File: src/rtl/alu_serial_mem_port_pkg.sv
// Shared types and defaults for the memory-side serial port of the bit-serial ALU.
package alu_serial_mem_port_pkg;

  localparam int unsigned REG_BITS_DEF = 8;
  localparam int unsigned NSHIFT_DEF   = 2;

  typedef enum logic [1:0] {
    PORT_IDLE   = 2'd0,
    PORT_FETCH  = 2'd1,
    PORT_STREAM = 2'd2,
    PORT_WRITE  = 2'd3
  } port_state_e;

  // Transfer options captured when a transfer starts.
  typedef struct packed {
    logic pair;
    logic need_read;
    logic need_write;
  } xfer_cfg_t;

endpackage

File: src/rtl/alu_serial_mem_port_serdes_shift.sv
// Word-wide shift register: parallel load, NSHIFT-bit chunks shifted in at the MSB end.
module alu_serial_mem_port_serdes_shift #(
  parameter int unsigned WORD_BITS = 16,
  parameter int unsigned NSHIFT    = 2
) (
  input  logic                 clk,
  input  logic                 rst_n,
  input  logic                 load,
  input  logic [WORD_BITS-1:0] load_data,
  input  logic                 shift_en,
  input  logic [NSHIFT-1:0]    ser_in,
  output logic [WORD_BITS-1:0] q
);

  // Load wins over shift; the low chunk is what the next shift drops.
  always_ff @(posedge clk or negedge rst_n) begin
    if (!rst_n) begin
      q <= '0;
    end else if (load) begin
      q <= load_data;
    end else if (shift_en) begin
      q <= {ser_in, q[WORD_BITS-1:NSHIFT]};
    end
  end

endmodule

File: src/rtl/alu_serial_mem_port.sv
// Memory-side endpoint of the ALU serial path: serializes bus reads into the ALU and
// collects the ALU serial result into a parallel bus write.
module alu_serial_mem_port
  import alu_serial_mem_port_pkg::*;
#(
  parameter int unsigned REG_BITS  = REG_BITS_DEF,
  parameter int unsigned NSHIFT    = NSHIFT_DEF,
  parameter int unsigned WORD_BITS = 2 * REG_BITS
) (
  input  logic                 clk,
  input  logic                 rst_n,
  input  logic                 start,
  input  logic                 pair,
  input  logic                 need_read,
  input  logic                 need_write,
  input  logic                 rd_valid,
  input  logic [WORD_BITS-1:0] rd_data,
  output logic                 rd_ready,
  input  logic                 active,
  output logic [NSHIFT-1:0]    data_in,
  input  logic [NSHIFT-1:0]    data_out,
  output logic                 ready,
  output logic                 wr_valid,
  output logic [WORD_BITS-1:0] wr_data,
  input  logic                 wr_ready,
  output logic                 busy,
  output logic                 done,
  output logic                 err
);

  localparam int unsigned WORD_CHUNKS = WORD_BITS / NSHIFT;
  localparam int unsigned BYTE_CHUNKS = REG_BITS / NSHIFT;
  localparam int unsigned CNT_W       = $clog2(WORD_CHUNKS);
  localparam int unsigned PAD_BITS    = WORD_BITS - REG_BITS;

  port_state_e            state_q, state_d;
  xfer_cfg_t              cfg_q, cfg_d;
  logic [CNT_W-1:0]       count_q, count_d;
  logic [CNT_W-1:0]       last_chunk;
  logic                   done_d;
  logic                   in_load;
  logic [WORD_BITS-1:0]   in_load_data;
  logic                   out_load;
  logic                   shift_en;
  logic [WORD_BITS-1:0]   in_q;
  logic [WORD_BITS-1:0]   out_q;
  logic                   unused_in_hi;

  assign last_chunk = cfg_q.pair ? CNT_W'(WORD_CHUNKS - 1) : CNT_W'(BYTE_CHUNKS - 1);

  alu_serial_mem_port_serdes_shift #(
    .WORD_BITS (WORD_BITS),
    .NSHIFT    (NSHIFT)
  ) u_in_sreg (
    .clk       (clk),
    .rst_n     (rst_n),
    .load      (in_load),
    .load_data (in_load_data),
    .shift_en  (shift_en),
    .ser_in    ({NSHIFT{1'b0}}),
    .q         (in_q)
  );

  alu_serial_mem_port_serdes_shift #(
    .WORD_BITS (WORD_BITS),
    .NSHIFT    (NSHIFT)
  ) u_out_sreg (
    .clk       (clk),
    .rst_n     (rst_n),
    .load      (out_load),
    .load_data ({WORD_BITS{1'b0}}),
    .shift_en  (shift_en),
    .ser_in    (data_out),
    .q         (out_q)
  );

  // Only the low chunk of the operand register ever leaves the block.
  assign unused_in_hi = ^in_q[WORD_BITS-1:NSHIFT];

  // Next-state and datapath control.
  always_comb begin
    state_d      = state_q;
    cfg_d        = cfg_q;
    count_d      = count_q;
    done_d       = 1'b0;
    in_load      = 1'b0;
    in_load_data = '0;
    out_load     = 1'b0;
    shift_en     = 1'b0;

    case (state_q)
      PORT_IDLE: begin
        if (start) begin
          cfg_d.pair       = pair;
          cfg_d.need_read  = need_read;
          cfg_d.need_write = need_write;
          count_d          = '0;
          out_load         = 1'b1;
          if (need_read) begin
            state_d = PORT_FETCH;
          end else begin
            in_load = 1'b1;
            state_d = PORT_STREAM;
          end
        end
      end
      PORT_FETCH: begin
        if (rd_valid && rd_ready) begin
          in_load      = 1'b1;
          in_load_data = cfg_q.pair ? rd_data : {{PAD_BITS{1'b0}}, rd_data[REG_BITS-1:0]};
          state_d      = PORT_STREAM;
        end
      end
      PORT_STREAM: begin
        if (active) begin
          shift_en = 1'b1;
          count_d  = count_q + CNT_W'(1);
          if (count_q == last_chunk) begin
            if (cfg_q.need_write) begin
              state_d = PORT_WRITE;
            end else begin
              state_d = PORT_IDLE;
              done_d  = 1'b1;
            end
          end
        end
      end
      PORT_WRITE: begin
        if (wr_ready) begin
          state_d = PORT_IDLE;
          done_d  = 1'b1;
        end
      end
      default: state_d = PORT_IDLE;
    endcase
  end

  // State register; handshake flags are registered decodes of the next state.
  always_ff @(posedge clk or negedge rst_n) begin
    if (!rst_n) begin
      state_q  <= PORT_IDLE;
      cfg_q    <= '0;
      count_q  <= '0;
      done     <= 1'b0;
      busy     <= 1'b0;
      ready    <= 1'b0;
      rd_ready <= 1'b0;
      wr_valid <= 1'b0;
      err      <= 1'b0;
    end else begin
      state_q  <= state_d;
      cfg_q    <= cfg_d;
      count_q  <= count_d;
      done     <= done_d;
      busy     <= (state_d != PORT_IDLE);
      ready    <= (state_d == PORT_STREAM);
      rd_ready <= (state_d == PORT_FETCH);
      wr_valid <= (state_d == PORT_WRITE);
      err      <= err | (active & ~ready);
    end
  end

  assign data_in = ready ? in_q[NSHIFT-1:0] : '0;

  // Byte results sit in the top byte after four shifts; present them zero-extended.
  assign wr_data = !wr_valid  ? '0 :
                   cfg_q.pair ? out_q :
                                {{PAD_BITS{1'b0}}, out_q[WORD_BITS-1:REG_BITS]};

endmodule
File: config.mk
export PLATFORM = sky130hd
export DESIGN_NAME = alu_serial_mem_port
export DESIGN_NICKNAME = d
export VERILOG_FILES = /design/src/rtl/alu_serial_mem_port_pkg.sv /design/src/rtl/alu_serial_mem_port_serdes_shift.sv /design/src/rtl/alu_serial_mem_port.sv
export SDC_FILE = /design/constraint.sdc
export NUM_CORES = 1
export LEC_CHECK = 0
export ABC_AREA = 1
export BUFFER_PORTS_ARGS = -buffer_cell sky130_fd_sc_hd__buf_2
export CAP_MARGIN = 20
export CORE_ASPECT_RATIO = 0.6
export CORE_MARGIN = 3
export CORE_UTILIZATION = 45
export CTS_CLUSTER_SIZE = 8
export DETAILED_ROUTE_END_ITERATION = 12
export PLACE_DENSITY = 0.76
export REMOVE_ABC_BUFFERS = 1
export SYNTH_ARGS = -nofsm -noshare
export SYNTH_HDL_FRONTEND = slang
export SYNTH_SLANG_ARGS = --single-unit
File: constraint.sdc
create_clock -name clk -period 1.5 [get_ports clk]
set_input_delay 0.075 -clock clk [delete_from_list [all_inputs] [get_ports clk]]
set_output_delay 0.075 -clock clk [all_outputs]
set_load 0.005 [all_outputs]
* Word-level counts from Yosys, hierarchy flattened
Cells that the tools add are included.
** Word-level totals
- Input bits :: 27
- Output and inout bits :: 24
- Bits in registers :: 45
** Operators by class
- Eq/ne operators :: 9
- Reductions and logical operators :: 8
- Multiplexer cells :: 35
- $add $sub $neg :: 1
- Bitwise operators :: 3
** Operator list (number)
- 16-bit 2-to-1 mux :: 9
- 2-bit 2-to-1 mux :: 8
- 1-bit 2-to-1 mux :: 11
- 3-bit 2-to-1 mux :: 3
- 2-bit == test, second input constant :: 4
- 2-bit case mux with 4 select lines :: 1
- 2-bit nonzero test :: 4
- 3-bit case mux with 2 select lines :: 1
- 2-bit by 1-bit == test with 1-bit output, second input constant :: 2
- 2-bit inequality test, second input constant :: 2
- 1-bit case mux with 2 select lines :: 2
- 3-bit by 1-bit adder with 3-bit output, second input constant :: 1
- 3-bit == test :: 1
- 3-bit AND reduction :: 1
- 2-bit zero test :: 1
- 2-bit AND reduction :: 1
- 1-bit AND :: 1
- 1-bit logical AND :: 1
- 1-bit NOT :: 1
- 1-bit OR :: 1

* Logic depth before layout (Yosys ltp)
- Depth after elaboration :: 6
- Mapped depth :: 9

* Hierarchy
A second synthesis with hierarchy kept.
** Unflattened totals
- Cells, all modules :: 327
- Area, all modules :: 2457.4 sq um
** Modules (own cells, without submodules)
- alu_serial_mem_port_serdes_shift :: seq. area each 400.4 sq um, area an instance 762.0 sq um, instances 2, cells each 88
- alu_serial_mem_port :: seq. area each 325.3 sq um, area an instance 933.4 sq um, instances 1, cells each 151

* Least setup slack after synthesis
No wires, ideal clock.
- Kind :: reg-to-reg
- From :: register state_q[0]
- To :: register u_in_sreg.q[0]
- Slack :: 0.215 ns
- Required time :: 1.374 ns
- Arrival time :: 1.160 ns
- Clock period less this slack :: 1.285 ns
- Cell stages (with the launch flop) :: 6
- Cells stage by stage :: dfrtp_1 -> nor2_1 -> nand2_2 -> clkbuf_1 -> o21ai_0 -> a21oi_1
** On the way
- Word-level cells in the longest chain between the ends :: 3
** RTL lines
- from (decl) :: RTL line alu_serial_mem_port.sv:36 : port_state_e state_q, state_d;
- from (signal assigned) :: RTL line alu_serial_mem_port.sv:151 : state_q <= state_d;
- 2-bit by 1-bit == test with 1-bit output (tied with other cells) :: RTL line alu_serial_mem_port.sv:91 : case (state_q)
- 1-bit case mux with 2 select lines (tied with other cells) :: RTL line alu_serial_mem_port.sv:91
- 16-bit 2-to-1 mux / 2-bit nonzero test (equally long branches)
- to (signal assigned) :: RTL line alu_serial_mem_port_serdes_shift.sv:20 : q <= load_data;
- to (signal assigned) :: RTL line alu_serial_mem_port_serdes_shift.sv:22 : q <= {ser_in, q[WORD_BITS-1:NSHIFT]};
- to (decl) :: RTL line alu_serial_mem_port_serdes_shift.sv:12 : output logic [WORD_BITS-1:0] q
Several ways; a longest one is shown, not always the timed one.
A chain may end at the register's enable or synchronous reset.

* Worst setup path in the final report
- From :: register state_q[1]
- To :: register rd_ready
** RTL lines
- 2-bit == test (tied with other cells) :: RTL line alu_serial_mem_port.sv:91
- 2-bit case mux with 4 select lines * :: RTL line alu_serial_mem_port.sv:91
- named net state_d[0] :: RTL line alu_serial_mem_port.sv:36
- 2-bit by 1-bit == test with 1-bit output * :: RTL line alu_serial_mem_port.sv:157 : rd_ready <= (state_d == PORT_FETCH);
- to (signal assigned) :: RTL line alu_serial_mem_port.sv:157
- to (decl) :: RTL line alu_serial_mem_port.sv:18 : output logic rd_ready,
The timed path passes the listed nets; every way through them passes the cells marked *.

==> results.txt <==
PortBufs -> 50
Clk pin slew, worst setup/hold paths -> 0.09 ns
synth unique cells -> 23
grt total ovfl -> 0
Die Width -> 93.8 µm
H-tree lvl count -> 2
Post-Synthesis Cell Area -> 2080 µm²
average size of a mapped cell -> 8.23 µm²
Worst Setup SP -> state_q[1]
initial core utilization -> 48.7%
Critical R2R Launch -> state_q[1]
largest net degree at the start of global routing -> 46
placed insts -> 366
max-slew violations -> 0
final WL -> 5110 µm
number of synthesized register bits -> 45
FF/Latch Area -> 1130 µm²
hold path depth -> 3
DRT antenna net count -> 0
Min Clock Period, post-route -> 1.40 ns
Critical-path top delay cell -> dfrtp_1
post-DR vias/cell -> 5.02
top-area cell type share of the netlist area -> 54.1%
initial antenna violation count -> 0
Placer Congestion -> 0.803
ranking of synthesized cells by area -> dfrtp_1, nand2_1, o21ai_0
Slew Limit Headroom -> 62.7%
critical-path cell list -> inv_2 -> nand3_2 -> buf_4 -> inv_2 -> nand2_1 -> nand4_1 -> nand2_1 -> inv_1
die area -> 5510 µm²
setup tns final -> 0 ns
largest stage delay on the critical path -> 0.41 ns
CP startpoint kind -> flip-flop
max-cap violation count -> 0
Max IR drop VDD -> 666 µV
Die Ht -> 58.7 µm
vias in the first global route -> 1623
Yosys top cell by area -> dfrtp_1
reg2reg path depth -> 8
cts bufs inserted -> 5
post-place setup slack -> 0.0304 ns
CP Data Required Time -> 1.73 ns
Layout area overhead -> 30.5%
pwr/cell area -> 1610 nW/µm²
vias post-DR -> 1941
clock root buffer -> clkbuf_8
Top Metal Used -> met4
wire length per cell -> 13.2 µm
sequential element share of the synthesized area -> 54.1%
period utilization -> 93.4%
RSZ-0062 raised after global routing -> true
Crit Path Category -> flip-flop to flip-flop
drc violations -> 0
initial drt markers -> 145
Min-Delay Path Class -> input port to flip-flop
clk_lat worst skew -> 0.30 ns
YS warnings -> 0
IO Count -> 51
Setup crit end kind -> flip-flop
Post-layout nets -> 354
first-pass GRT wire length -> 8140 µm
core area -> 4280 µm²
final setup fails -> 0
All-Layer GR Usage -> 19.4%
CTS Buffer Depth -> 2
maximum fanout along the worst path -> 6
setup ws final -> 0.0997 ns
FMAX -> 0.714 GHz
clock sinks -> 45
status -> complete, no violations
CTS tree -> built
RR Endpoint -> rd_ready
Mapped Cells -> 253
hold path start -> data_out[0]
WP data arrival -> 1.63 ns
share of cells above drive strength 1 -> 28.1%
DR WL met3 -> 355 µm
ant diodes -> 0
clock skew -> 0.0106 ns
DP HPWL -> 3680 µm
row cnt -> 18
Worst-Margin Slew -> 0.559 ns
Reg2Reg Setup Slack -> 0.1 ns
Multi-input gate area -> 803 µm²
Leak -> 1.36 nW
Finished Layout Cells -> 387
Hold Violations, Final -> 0
Filler cells -> 384
Pre-Repair DR Iteration Count -> 4
Worst Hold End -> u_out_sreg.q[14]
routed wl met2 -> 2080 µm
WL met1 -> 2630 µm
==> sequential cells by signal, indices dropped and copies added, names as in the netlist, 2 cells and up <==
signal        count
cfg_q             2
state_q           2
count_q           3
u_out_sreg.q     16
u_in_sreg.q      16
==> Yosys cell counts <==
master	number
nand2_1	51
dfrtp_1	45
o21ai_0	36
inv_1	31
nor2_1	27
a21oi_1	22
nand3_1	12
o22ai_1	5
clkbuf_1	4
nand4_1	3
buf_2	2
buf_4	2
inv_2	2
o21ai_1	2
buf_6	1
ha_1	1
nand2_2	1
nand2_4	1
nand3_2	1
nand4_2	1
nor2_4	1
o21bai_1	1
o31ai_1	1
==> what timing repair did <==
action	CTS	global route
buffers inserted	0	6
endpoints found under the hold margin	50	0
resized for setup	0	12
endpoints found under the setup margin	0	43
hold buffers	6	0
==> worst max path at each step <==
stage	cells after the start	to	slack, ns
after floorplan	6	u_out_sreg.q[1]	-0.04
after global placement	8	u_in_sreg.q[13]	0.07
after detailed placement	7	u_in_sreg.q[11]	0.03
after CTS	8	u_in_sreg.q[12]	0.01
after global routing	9	u_in_sreg.q[13]	-0.03
final	8	rd_ready	0.1
==> final cells by class <==
type | instances | share of cell area (%)
Sequential cell | 45 | 41.5
Multi-Input combinational cell | 166 | 29.5
Timing Repair Buffer | 74 | 16.9
Inverter | 33 | 4.69
Clock buffer | 6 | 3.04
Tap cell | 60 | 2.76
Clock inverter | 2 | 1.38
Timing Repair inverter | 1 | 0.184
==> logic make-up after synthesis <==
family / Yosys count / share of synthesized area (%)
flops: 45 / 54.1
fa+ha+maj: 1 / 0.601
simple gates: 98 / 20.3
compound gates: 67 / 16.6
buf+inv: 42 / 8.41
==> power by group <==
part	internal, mW	switching (mW)	leakage (nW)
clock network	0.542	0.410	0.0574
logic	0.628	0.963	0.723
registers	1.59	0.240	0.577
==> per-layer routing <==
metal | vias to the layer above | track usage [%]
li1 | 973 | -
met1 | 900 | 31.1
met2 | 63 | 25.3
met3 | 5 | 5.24
met4 | 0 | 5.56
met5 | - | 0
==> critical path: cells and delay by family, from the launching register on <==
kind / cells / cell delay, ns
and+or+nand+nor: 4 / 0.47
buffers and inverters: 4 / 0.46
DFF: 1 / 0.41
==> cell usage in the layout, fill, tap and decap left out <==
cell type,instances
o21ai_1,3
inv_1,28
clkinvlp_2,1
a21oi_1,22
clkinvlp_4,2
o21ai_0,35
nand2_2,2
buf_4,15
dfrtp_1,43
buf_12,1
o22ai_1,5
dfrtp_2,2
nor2_2,1
clkbuf_8,6
buf_2,50
nand2_8,1
nor2_1,25
nand3_2,1
bufinv_16,1
buf_6,1
o31ai_1,1
nand2_1,50
inv_2,4
clkbuf_2,1
nand4_1,3
nor2_4,2
o21bai_1,1
dlygate4sd3_1,6
nand4_2,1
nand3_1,12
ha_1,1
==> metrics by stage <==
step                      hold WS [ns]  util [%]  power [mW]  instance area (µm²)
after floorplan                 -0.221         -        2.65                 2030
after global placement           0.185      57.2        3.19                 2450
after detailed placement         0.189      57.2        3.25                 2450
after CTS                      0.00894      61.4        4.20                 2630
after global routing            0.0133      63.5        4.72                 2720
final                           0.0133      63.5        4.37                 2720
Note: power is estimated with default switching activity, not from simulation.
